===== config.mk =====
export PLATFORM = sky130hd
export DESIGN_NAME = dmem_port_arbiter
export DESIGN_NICKNAME = d
export VERILOG_FILES = /design/src/rtl/dmem_port_arbiter.sv
export SDC_FILE = /design/constraint.sdc
export NUM_CORES = 1
export LEC_CHECK = 0
export CAP_MARGIN = 20
export CORE_AREA = 2 2 122 124
export CTS_CLUSTER_SIZE = 16
export DETAILED_ROUTE_END_ITERATION = 16
export DIE_AREA = 0 0 124 126
export PLACE_DENSITY = 0.77
export SLEW_MARGIN = 10
export SYNTH_ARGS = -nofsm -noshare
export SYNTH_HDL_FRONTEND = slang
export SYNTH_SLANG_ARGS = --single-unit

===== constraint.sdc =====
create_clock -name clk -period 3.5 [get_ports clk]
set_clock_uncertainty 0.05 [all_clocks]
set_input_delay 0.525 -clock clk [delete_from_list [all_inputs] [get_ports clk]]
set_output_delay 0.525 -clock clk [all_outputs]
set_load 0.05 [all_outputs]

===== src/rtl/dmem_port_arbiter.sv =====
// Arbitrates the single data-memory port between the MEM-stage core access and an
// external burst requester. The core owns the port until an external command is accepted.
module dmem_port_arbiter #(
    parameter int LEN_W    = 4,
    parameter int MAX_WAIT = 8
) (
    input  logic             clk,
    input  logic             rst_n,
    input  logic             core_req,
    input  logic             core_we,
    input  logic [31:0]      core_addr,
    input  logic [3:0]       core_be,
    input  logic [31:0]      core_wd,
    output logic [31:0]      core_rd,
    output logic             core_stall,
    input  logic             ext_cmd_valid,
    output logic             ext_cmd_ready,
    input  logic             ext_cmd_we,
    input  logic [31:0]      ext_cmd_addr,
    input  logic [LEN_W-1:0] ext_cmd_len,
    output logic             ext_beat,
    input  logic [31:0]      ext_wdata,
    output logic             ext_rvalid,
    output logic [31:0]      ext_rdata,
    output logic             ext_busy,
    output logic             mem_we,
    output logic [31:0]      mem_a,
    output logic [3:0]       mem_be,
    output logic [31:0]      mem_wd,
    input  logic [31:0]      mem_rd
);

    localparam int WAIT_W = $clog2(MAX_WAIT + 1);
    localparam logic [WAIT_W-1:0] WAIT_LIMIT = WAIT_W'(MAX_WAIT);

    typedef enum logic {
        S_CORE,
        S_EXT
    } state_t;

    state_t            state_q, state_d;
    logic [WAIT_W-1:0] wait_cnt_q, wait_cnt_d;
    logic [LEN_W-1:0]  beat_cnt_q, beat_cnt_d;
    logic [LEN_W-1:0]  len_q, len_d;
    logic [31:0]       addr_q, addr_d;
    logic              we_q, we_d;
    logic              ext_rvalid_q, ext_rvalid_d;
    logic [31:0]       ext_rdata_q, ext_rdata_d;

    assign core_rd    = mem_rd;
    assign ext_rvalid = ext_rvalid_q;
    assign ext_rdata  = ext_rdata_q;

    always_comb begin
        state_d       = state_q;
        wait_cnt_d    = wait_cnt_q;
        beat_cnt_d    = beat_cnt_q;
        len_d         = len_q;
        addr_d        = addr_q;
        we_d          = we_q;
        ext_rvalid_d  = 1'b0;
        ext_rdata_d   = ext_rdata_q;
        ext_cmd_ready = 1'b0;
        ext_beat      = 1'b0;
        ext_busy      = 1'b0;
        core_stall    = 1'b0;
        mem_we        = 1'b0;
        mem_a         = core_addr;
        mem_be        = core_be;
        mem_wd        = core_wd;

        if (state_q == S_CORE) begin
            mem_we        = core_req & core_we;
            // Gated by rst_n so a command is never acknowledged while reset is held.
            ext_cmd_ready = rst_n & ext_cmd_valid & (!core_req | (wait_cnt_q == WAIT_LIMIT));
            if (ext_cmd_ready) begin
                addr_d     = ext_cmd_addr & 32'hFFFF_FFFC;
                len_d      = ext_cmd_len;
                we_d       = ext_cmd_we;
                beat_cnt_d = '0;
                wait_cnt_d = '0;
                state_d    = S_EXT;
            end else if (ext_cmd_valid && core_req) begin
                if (wait_cnt_q != WAIT_LIMIT) begin
                    wait_cnt_d = wait_cnt_q + 1'b1;
                end
            end else begin
                wait_cnt_d = '0;
            end
        end else begin
            ext_beat     = 1'b1;
            ext_busy     = 1'b1;
            core_stall   = core_req;
            mem_we       = we_q;
            mem_a        = addr_q + 32'({beat_cnt_q, 2'b00});
            mem_be       = 4'b1111;
            mem_wd       = ext_wdata;
            ext_rvalid_d = !we_q;
            if (!we_q) begin
                ext_rdata_d = mem_rd;
            end
            if (beat_cnt_q == len_q) begin
                state_d = S_CORE;
            end else begin
                beat_cnt_d = beat_cnt_q + 1'b1;
            end
        end
    end

    always_ff @(posedge clk or negedge rst_n) begin
        if (!rst_n) begin
            state_q      <= S_CORE;
            wait_cnt_q   <= '0;
            beat_cnt_q   <= '0;
            len_q        <= '0;
            addr_q       <= '0;
            we_q         <= 1'b0;
            ext_rvalid_q <= 1'b0;
            ext_rdata_q  <= '0;
        end else begin
            state_q      <= state_d;
            wait_cnt_q   <= wait_cnt_d;
            beat_cnt_q   <= beat_cnt_d;
            len_q        <= len_d;
            addr_q       <= addr_d;
            we_q         <= we_d;
            ext_rvalid_q <= ext_rvalid_d;
            ext_rdata_q  <= ext_rdata_d;
        end
    end

endmodule

### Word level (Yosys, flattened, before mapping)

Cells that the tools add are included.

| storage, ports and cells | value |
|---|---|
| register bits after elaboration | 77 |
| latch bits | 0 |
| memory bits (writable) | 0 |
| memory bits (read-only) | 0 |
| logic and storage cells | 47 |
| memories kept | 0 |

| cells by class | value |
|---|---|
| $add $sub $neg | 3 |
| multipliers | 0 |
| div/mod/pow operators | 0 |
| order comparisons | 0 |
| eq/ne operators | 5 |
| shift-type cells | 0 |
| mux-type cells | 17 |
| bitwise operators | 6 |
| reductions and logical operators | 8 |

Operators by type and width:

| operator | number |
|---|---|
| $mux 32 | 2 |
| $add 32x6->32 | 1 |
| $mux 4 | 7 |
| $add 4x1->4 const B | 2 |
| $mux 1 | 8 |
| $reduce_and 2->1 | 4 |
| $eq 4x4->1 | 1 |
| $eq 4x4->1 const B | 1 |
| $ne 4x4->1 const B | 1 |
| $and 1x1->1 | 3 |
| $ne 3x2->1 const B | 1 |
| $logic_not 1->1 | 2 |
| $ne 2x2->1 const B | 1 |
| $not 1->1 | 2 |
| $reduce_bool 2->1 | 1 |
| $logic_and 1x1->1 | 1 |
| $or 1x1->1 | 1 |

### Depth between registers and ports, before layout

Gate-level depths: netlist (run 1).

| depth | value |
|---|---|
| depth after elaboration | 5 |
| mapped depth | 7 |
| mapped depth without buffers | 6 |

### Worst setup path after synthesis (run 1)

Ideal clock, no wire load.

| path | value |
|---|---|
| kind | reg2out |
| from | register beat_cnt_q[0] |
| to | output mem_a[18] |
| data arrival time | 2827 ps |
| data required time | 2925 ps |
| slack | 98 ps |
| cell stages (with the launch flop) | 8 |
| path buffers | 1 |
| cell sequence | dfrtp_1 -> ha_1 -> fa_1 -> a211oi_1 -> or2_1 -> buf_6 -> o31ai_1 -> a31oi_1 |

| between the ends | value |
|---|---|
| longest elaborated chain between the ends | 2 |

Ends and longest elaborated chain:

| element | line | RTL |
|---|---|---|
| start: declaration | 43 | `logic [LEN_W-1:0] beat_cnt_q, beat_cnt_d;` |
| start signal: assignment | 123 | `beat_cnt_q <= beat_cnt_d;` |
| $add 32x6->32 | 95 | `mem_a = addr_q + 32'({beat_cnt_q, 2'b00});` |
| $mux 32 | 72 | `if (state_q == S_CORE) begin` |
| end: declaration | 27 | `output logic [31:0] mem_a,` |

Every way passes these cells.

### Worst setup path in the final report (run 1)

| path | value |
|---|---|
| from | register beat_cnt_q[0] |
| to | output mem_a[20] |

The elaborated chain is that of the path after synthesis.

==> results.py, run 1 <==
metrics = {
    "worst_setup_path": {
        "worstSetupEndpointType": "primary output",
        "critPathLaunch": "beat_cnt_q[0]$_DFFE_PN0P_",
        "timing_worst_setup_path_type": "reg -> out",
        "cp_slowest_stage_delay_ps": 550,
        "worstPathRequired_ps": 2920,
        "timing.rr.start": "state_q$_DFF_PN0_",
        "crit_slowest_cell": "or4_1",
        "crit_arrival_ps": 2770,
        "worst-r2r-cell-count": 4,
        "reg2reg_setup_slack_ps": 860,
        "worstPathCellList": "ha_1 > fa_2 > a211oi_2 > or2_1 > or4_1 > a31oi_1 > buf_12",
        "worstSetupStartpointType": "flop",
        "r2r_end": "ext_rdata[28]$_DFFE_PN0P_",
        "critical_path.max_fanout": 11,
    },
    "power_and_ir_drop": {
        "leakage_nw": 3.29,
        "power_density_nw_per_um2": 1010,
        "share_comb_of_total_power_pct": 67.0,
        "netSwitchingFraction_pct": 50.3,
        "seq_power_share_pct": 21.9,
        "net-switching-power_mw": 4.25,
        "power.internal_mw": 4.20,
        "power.total_mw": 8.45,
        "max-vdd-ir-drop_mv": 0.533,
        "clock_power_share_pct": 11.1,
    },
    "timing": {
        "setup-tns-final_ps": 0,
        "rsz0062_at_grt": "no",
        "final_max_slew_viol_count": 0,
        "final_period_minus_worst_setup_slack_ps": 3350,
        "finalHoldViolCount": 0,
        "slew_headroom_pct": 40.7,
        "max_slew.worst_pin.slew_ps": 883,
        "setup_violations": 0,
        "post-route-period-util_pct": 95.6,
        "achievable-frequency_mhz": 299,
    },
    "final_layout": {
        "most-common-layout-cells": "clkdlybuf4s50_1, mux2_2, dfrtp_1",
        "mostFrequentLayoutCell": "clkdlybuf4s50_1",
        "final_layout_size_suffix_gt1_share_pct": 23.2,
        "area_added_between_synthesis_and_finish_pct": 72.1,
        "utilization_of_the_core_after_routing_pct": 58.6,
        "fill_cells": 1206,
        "layout.nets": 915,
        "antenna_cells": 0,
    },
    "clocking": {
        "cts_tree": "yes",
        "clkTransAtPathRegs_ps": 60,
        "clock_tree.htree_level_count": 3,
        "clock-root-buffer": "clkbuf_16",
        "tritoncts.num_buffers": 9,
        "cts.path.max_buffers": 2,
        "cts.sink_count": 77,
        "clock_insertion_delay_worst_skew_ps": 340,
        "post_cts_buffers": 0,
    },
    "floorplan": {
        "num_io_pins": 312,
        "row_count": 44,
        "core_um2": 14300,
        "die_width_um": 124,
        "starting_density_of_the_core_pct": 34.1,
        "die_area_um2": 15600,
        "chipHeight_um": 126,
    },
    "yosys": {
        "yosys_warnings": 0,
        "synth_nets": 643,
        "yosysSeqAreaShare_pct": 39.5,
        "synthCells": 461,
        "postSynth.topFlopCell": "dfrtp_1",
        "synth_cell_types": 58,
        "synth-edff-count": 0,
        "syn_area_um2": 4870,
        "asr_flop_ratio_synth_pct": 100,
        "syn_area_per_cell_um2": 10.6,
        "synth_seq_cells": 77,
    },
    "placement": {
        "detailedPlacementHpwl_um": 13100,
        "port-buffer-count": 309,
        "place_congestion": 0.936,
    },
    "global_routing": {
        "gr-usage-all-layers_pct": 21.0,
        "antenna_violations_before_repair": 0,
        "global_route_wire_length_before_repair_um": 25500,
        "grt-ovfl-total": 0,
        "pin_count_of_the_biggest_net_entering_global_routing": 45,
        "grt_pass1_vias": 5060,
    },
    "outcome": {
        "outcome": "finished clean",
    },
    "routing": {
        "wire_per_inst_um": 18.0,
        "drc": 0,
        "route.detailed.vias_per_inst": 5.19,
        "dr.first_iter.drc_count": 293,
        "wl_um": 16600,
        "route.vias.total": 4783,
        "detail_route.first_pass.iterations": 5,
        "detail-route-antenna-nets": 0,
    },
    "min_path": {
        "holdCritPathClass": "in -> async",
    },
    "run": {
        "drv.max_cap_violation_count": 0,
    },
}
cells in the mapped netlist, drive strengths merged (7+ instances only):
cell type  instances  share of area (%)
dfrtp             77                 40
nor2              25                1.9
or4                8                1.2
buf               46                6.6
inv                8               0.62
xnor2              7                1.3
nor4               7               0.90
mux2             101                 23
clkbuf            12               0.92
ha                 7                1.8
o31ai              9                1.4
nand4              9                1.3
nand3             16                1.6
o21ai             10                1.0
a21oi             11                1.1
a31oi             15                1.9
nand2             22                1.7
registers in the layout, summed over array words and instances, names as in the netlist:
name / flops
len_q: 4
state_q: 1
beat_cnt_q: 4
addr_q: 30
we_q: 1
ext_rvalid: 1
ext_rdata: 32
wait_cnt_q: 4
what timing repair did:
action                     in CTS  in global routing
cloned                          0                  0
hold buffers                    0                  0
resized for setup               1                  2
hold endpoints to repair        0                  0
pin swaps                       0                  0
setup endpoints to repair       1                  7
how the worst max path moves through the flow:
stage | to | cells after the start | slack [ps]
2_1_floorplan | mem_a[18] | 7 | 100
3_3_place_gp | mem_a[24] | 8 | 440
3_5_place_dp | mem_a[24] | 8 | 380
4_1_cts | mem_a[24] | 8 | 70
5_1_grt | mem_a[18] | 7 | 20
6_report | mem_a[20] | 7 | 150
stage by stage:
step	hold WS (ps)	worst slack [ps]	std cells	instance area, um2
2_1_floorplan	179	97.6	461	4870
3_3_place_gp	440	438	906	8080
3_5_place_dp	445	380	906	8080
4_1_cts	138	67.1	922	8380
5_1_grt	157	17.9	922	8390
6_report	127	153	922	8390
routing by layer:
layer	global-route usage [%]	vias to the layer above	routed length, um
li1	-	2227	-
met1	23.6	2245	6470
met2	36.3	271	7910
met3	7.07	40	1810
met4	8.00	0	441
met5	0	-	0
area by class of cell:
class / count / area [um2] / share of cell area, %
timing repair buffer: 319 / 3320 / 39.6
multi-input combinational: 317 / 2570 / 30.7
sequential: 77 / 1930 / 23.0
tap: 184 / 230 / 2.74
clock buffer: 9 / 225 / 2.68
clock inverter: 7 / 73.8 / 0.880
inverter: 9 / 33.8 / 0.403
critical path: cells and delay by family, from the launching register on:
kind                       cells  cell delay, ps
adders and majority gates      2             490
and+or+nand+nor                2             930
AOI/OAI and AO/OA              2             390
buffers and inverters          1             180
DFF                            1             440
power groups by stage:
stage / Combinational, mW / Clock, mW / Sequential, mW
2_1_floorplan: 3.07 / 0 / 2.36
3_3_place_gp: 5.57 / 0 / 1.82
3_5_place_dp: 5.66 / 0 / 1.86
4_1_cts: 5.68 / 0.970 / 1.85
5_1_grt: 5.95 / 1.02 / 1.93
6_report: 5.66 / 0.940 / 1.85
logic make-up after synthesis:
| logic type | Yosys count | share of synthesized area [%] |
|---|---|---|
| flip-flops | 77 | 39.5 |
| adder cells (fa/ha/maj) | 8 | 2.21 |
| AND/OR/NAND/NOR | 121 | 13.6 |
| buffers and inverters | 67 | 8.21 |
| XOR/XNOR | 12 | 2.16 |
| AO/OA/AOI/OAI | 73 | 10.5 |
| multiplexers | 103 | 23.7 |
(Power assumes the default switching activity.)
==> inputs of run 2 (changes only) <==
CTS_CLUSTER_SIZE = 30   (was 16)
TNS_END_PERCENT = 20   (was unset)
==> results of run 2 <==
Final layout, timing and power as in run 1 (identical DEF).
==> inputs of run 3 (changes only) <==
--- a/config.mk
+++ b/config.mk
@@ -11,5 +11,6 @@
 export DETAILED_ROUTE_END_ITERATION = 16
 export DIE_AREA = 0 0 124 126
-export PLACE_DENSITY = 0.77
+export GPL_ROUTABILITY_DRIVEN = 0
+export PLACE_DENSITY_LB_ADDON = 0.25
 export SLEW_MARGIN = 10
 export SYNTH_ARGS = -nofsm -noshare
==> constraint.sdc (replaced) <==
create_clock -name clk -period 3.5 [get_ports clk]
set_clock_uncertainty 0.05 [all_clocks]
set_input_delay 0.875 -clock clk [delete_from_list [all_inputs] [get_ports clk]]
set_output_delay 0.875 -clock clk [all_outputs]
set_load 0.05 [all_outputs]
==> results.py, run 3 (same netlist as run 1, synthesis figures left out) <==
metrics = {
    "outcome": {
        "outcome": "finished clean",
    },
    "timing": {
        "max_slew.worst_pin.slew_ps": 722,
        "setup-tns-final_ps": 0,
        "final_period_minus_worst_setup_slack_ps": 3480,
        "finalHoldViolCount": 0,
        "achievable-frequency_mhz": 287,
        "post-route-period-util_pct": 99.4,
        "rsz0062_at_grt": "yes",
        "fin_ws_ps": 21.3,
        "final_max_slew_viol_count": 0,
        "slew_headroom_pct": 51.7,
        "setup_violations": 0,
        "worst_hold_slack_ps": 455,
    },
    "clocking": {
        "cts.sink_count": 77,
        "tritoncts.num_buffers": 9,
        "cts_tree": "yes",
        "cts_hold_buffers": 0,
        "clock_tree.htree_level_count": 3,
        "cts.path.max_buffers": 2,
        "clock_insertion_delay_worst_skew_ps": 340,
        "clkTransAtPathRegs_ps": 60,
        "clock-root-buffer": "clkbuf_16",
    },
    "global_routing": {
        "global_route_wire_length_before_repair_um": 25000,
        "grt_pass1_vias": 4921,
        "gr-usage-all-layers_pct": 20.4,
        "grt-ovfl-total": 0,
        "pin_count_of_the_biggest_net_entering_global_routing": 95,
        "antenna_violations_before_repair": 0,
    },
    "worst_setup_path": {
        "crit_arrival_ps": 2550,
        "critical_path.max_fanout": 15,
        "timing_worst_setup_path_type": "reg -> out",
        "reg2reg_setup_slack_ps": 1240,
        "worstSetupEndpointType": "primary output",
        "worstPathRequired_ps": 2570,
        "worstSetupStartpointType": "flop",
    },
    "final_layout": {
        "stdcell_area_um2": 8580,
        "final_layout_size_suffix_gt1_share_pct": 32.2,
        "antenna_cells": 0,
        "mostFrequentLayoutCell": "clkdlybuf4s50_1",
        "utilization_of_the_core_after_routing_pct": 59.9,
        "stdcell_count": 929,
        "max_ffs_per_register": 32,
        "most-common-layout-cells": "clkdlybuf4s50_1, mux2_2, dfrtp_1",
        "area_added_between_synthesis_and_finish_pct": 75.9,
        "layout.nets": 922,
    },
    "floorplan": {
        "row_count": 44,
        "die_area_um2": 15600,
        "chipHeight_um": 126,
        "core_um2": 14300,
        "starting_density_of_the_core_pct": 34.1,
        "num_io_pins": 312,
        "die_width_um": 124,
    },
    "run": {
        "drv.max_cap_violation_count": 0,
    },
    "placement": {
        "place_worst_setup_slack_ps": 155,
        "placed_cell_area_um2": 8080,
        "port-buffer-count": 309,
        "detailedPlacementHpwl_um": 12500,
        "placed_cells": 907,
    },
    "routing": {
        "route.vias.total": 4814,
        "detail-route-antenna-nets": 0,
        "dr.first_iter.drc_count": 380,
        "detail_route.first_pass.iterations": 6,
        "wl_um": 16600,
        "wire_per_inst_um": 17.9,
        "drc": 0,
        "route.detailed.vias_per_inst": 5.18,
    },
    "power_and_ir_drop": {
        "leakage_nw": 3.42,
        "power_density_nw_per_um2": 1010,
        "max-vdd-ir-drop_mv": 0.513,
        "power.total_mw": 8.70,
    },
    "min_path": {
        "holdCritPathClass": "reg -> reg",
    },
}
==> run 3: changes by cell type in the layout (fill, tap and decap cells not counted), moves of 3 or more <==
cell             previous run  this run
buf_12                     18        26
buf_6                       0         5
clkdlybuf4s50_1           281       234
a31oi_1                    15        10
a31oi_4                     0         3
or4_1                       8         4
or4_4                       0         4
ha_4                        0         3
buf_4                      20        60
ha_1                        7         4
==> run 3: repair_timing <==
item / in CTS / in global routing
resized for setup: 15 / 12
buffers inserted: 1 / 4
pin swaps: 3 / 8
setup endpoints to repair: 23 / 13
==> run 3: final cells by class <==
type / count / area (um2)
clock buffers: 9 / 225
clock inverters: 7 / 57.6
fillers: 1193 / 5740
inverters: 9 / 33.8
multi-input cells: 317 / 2700
flip-flops and latches: 77 / 1930
well taps: 184 / 230
repair buffers: 326 / 3400
==> run 3: final timing paths <==
kind / end / start / cells past startpoint
max: mem_a[27] / beat_cnt_q[2]$_DFFE_PN0P_ / 7
min in group asynchronous: we_q$_DFFE_PN0P_ / rst_n / 2
min: ext_rdata[6]$_DFFE_PN0P_ / ext_rdata[6]$_DFFE_PN0P_ / 1
min reg2reg: ext_rdata[6]$_DFFE_PN0P_ / ext_rdata[6]$_DFFE_PN0P_ / 1
max in group asynchronous: addr_q[6]$_DFFE_PN0P_ / rst_n / 3
max reg2reg: addr_q[12]$_DFFE_PN0P_ / wait_cnt_q[0]$_DFFE_PN0P_ / 6
==> run 3: routing by layer <==
| layer | track usage, % | up-vias | part of all wire (%) |
|---|---|---|---|
| met5 | 0 | - | 0 |
| met4 | 8.20 | 0 | 2.4 |
| met3 | 6.20 | 28 | 11 |
| met2 | 35.7 | 271 | 50 |
| met1 | 23.0 | 2267 | 37 |
| li1 | - | 2248 | - |
==> run 3: where the power goes <==
part	leakage (nW)	switching (mW)	internal [mW]
clock	0.135	0.401	0.491
sequential	0.919	0.451	1.33
combinational	2.37	3.52	2.50
total	3.42	4.38	4.33
==> run 3: critical path, stage by stage (launching register included) <==
cell and delay [ps]:
dfrtp_2 460, ha_4 330, nand3_1 120, o22a_4 340, buf_4 160, o311ai_0 390, nand3_1 200, buf_12 200
==> edit, RTL diff (flow settings as in run 1) <==
`MAX_WAIT`: 8 -> 16.
--- a/src/rtl/dmem_port_arbiter.sv
+++ b/src/rtl/dmem_port_arbiter.sv
@@ -2,7 +2,7 @@
 // external burst requester. The core owns the port until an external command is accepted.
 module dmem_port_arbiter #(
     parameter int LEN_W    = 4,
-    parameter int MAX_WAIT = 8
+    parameter int MAX_WAIT = 16
 ) (
     input  logic             clk,
     input  logic             rst_n,
Function: changed (a bounded check fails within 10 cycles, from zero or initial values and one cycle with rst_n low).
==> edit against run 1 <==
Synthesized area grew 3.4%; cell area increased by 1.9%; routed wire length fell by 0.52%; hold slack worse by 0.028 ns; setup slack worse by 0.012 ns; count of clock-buffer cells in the layout up 1; sequential cell count increased by 1; critical path depth stayed put; power increased by 3.8%; critical endpoint is now mem_a[18].
==> edit: results (changes against run 1) <==
layout:
  fin_cells: 937  # was 922
  drive_gt1_frac: 0.2274  # was 0.2317
  final.fill_count: 1200  # was 1206
  largest_reg_flops: 32  # unchanged
  nets: 929  # was 915
clocking:
  cts_buffers: 9  # unchanged
  cts.clk_slew.worst_paths_ns: 0.06  # about the same
  post_cts_resize_count: 0  # was 1
place:
  dpl_cell_area_sq_um: 8258  # was 8080 sq um
  dp.cells: 919  # was 906
  dp_hpwl_um: 12890  # was 13120 um
  place.gp.congestion: 0.8395  # was 0.9358
  dp_worst_setup_slack_ns: 0.4127  # was 0.3799 ns
  port_buffers: 309  # unchanged
yosys:
  yosysSeqAreaShare: 0.3874  # was 0.3953
  ys_types: 62  # was 58
  synth-main-ff-cell: "dfrtp_1"  # unchanged
  syn_nets: 659  # was 643
  synth_common_cells: "mux2_2, dfrtp_1, buf_4"  # unchanged
  synth_area_leaders: "dfrtp_1, mux2_2, buf_4, nand4_1, nor2_1"  # was dfrtp_1, mux2_2, buf_4, a31oi_1, nor2_1
  syn_inst: 477  # was 461
global_routing:
  grt_max_degree: 45  # unchanged
  grt.met2_usage: 0.3649  # was 0.3626
  grt_use_met1: 0.2431  # was 0.2365
  antenna_found_initial: 1  # was 0
  gr-usage-all-layers: 0.2095  # was 0.2097
  use_met3: 0.06069  # was 0.07065
  grt_pass1_vias: 5208  # was 5060
  grt_pass1_wl_um: 25880  # was 25530 um
routing:
  first_pass_iters: 4  # was 5
  num_vias: 4777  # was 4783
  drt_iter0_drc: 259  # was 293
  wirelength_um: 16540  # was 16630 um
critical_path:
  crit_path_max_fanout: 13  # was 11
  critPathArrivalTime_ns: 2.78  # was 2.77 ns
power:
  seq_power_mw: 1.81  # was 1.85 mW
  power_clock_mw: 0.872  # was 0.940 mW
  vdd_drop_max_uv: 584.9  # was 532.8 uV
  p_int_mw: 4.362  # was 4.201 mW
  p_comb_mw: 6.09  # was 5.66 mW
  power_leakage_nw: 3.386  # was 3.291 nW
worst_hold_path:
  hold_class: "input port to async pin"  # unchanged
sta:
  tightest_slew_ns: 0.7072  # was 0.8828 ns
outcome:
  status: "finished, final reports clean"  # unchanged
-- edit: cell type report --
type                            count  area, sq um  area share
Inverter                            9        33.78    0.003954
Clock buffer                       10        239.0     0.02797
Tap cell                          184        230.2     0.02694
Clock inverter                      6        37.54    0.004393
Multi-Input combinational cell    330         2648      0.3099
Timing Repair Buffer              319         3398      0.3977
Antenna cell                        1        2.502   0.0002929
Sequential cell                    78         1956      0.2289
-- edit: worst paths after layout --
kind / from / end / slack (ns) / depth (start not counted)
worst max-delay path: beat_cnt_q[0]$_DFFE_PN0P_ / mem_a[18] / 0.14 / 7
worst min-delay path: rst_n / addr_q[7]$_DFFE_PN0P_ / 0.1 / 1
worst max register to register: state_q$_DFF_PN0_ / ext_rdata[19]$_DFFE_PN0P_ / 0.85 / 4
worst min register to register: ext_rdata[22]$_DFFE_PN0P_ / ext_rdata[22]$_DFFE_PN0P_ / 0.46 / 1
max in group asynchronous: rst_n / state_q$_DFF_PN0_ / 2.27 / 2
min in group clk: ext_rdata[22]$_DFFE_PN0P_ / ext_rdata[22]$_DFFE_PN0P_ / 0.46 / 1
-- edit: layer usage --
| layer | wire (um) | share of wire |
|---|---|---|
| met1 | 6529 | 0.39 |
| met2 | 8193 | 0.50 |
| met3 | 1529 | 0.092 |
| met4 | 291 | 0.018 |
| met5 | 0 | 0 |
-- edit: logic make-up after synthesis --
group | Yosys count | share of synthesized area
compound gates | 70 | 0.1018
xor+xnor | 13 | 0.02260
fa+ha+maj | 8 | 0.02136
buf+inv | 69 | 0.08915
flops | 78 | 0.3874
mux | 103 | 0.2297
simple gates | 136 | 0.1480
-- edit: what timing repair did --
action | in CTS | in global routing
buffers inserted | 0 | 1
endpoints found under the setup margin | 0 | 5
hold buffers | 0 | 0
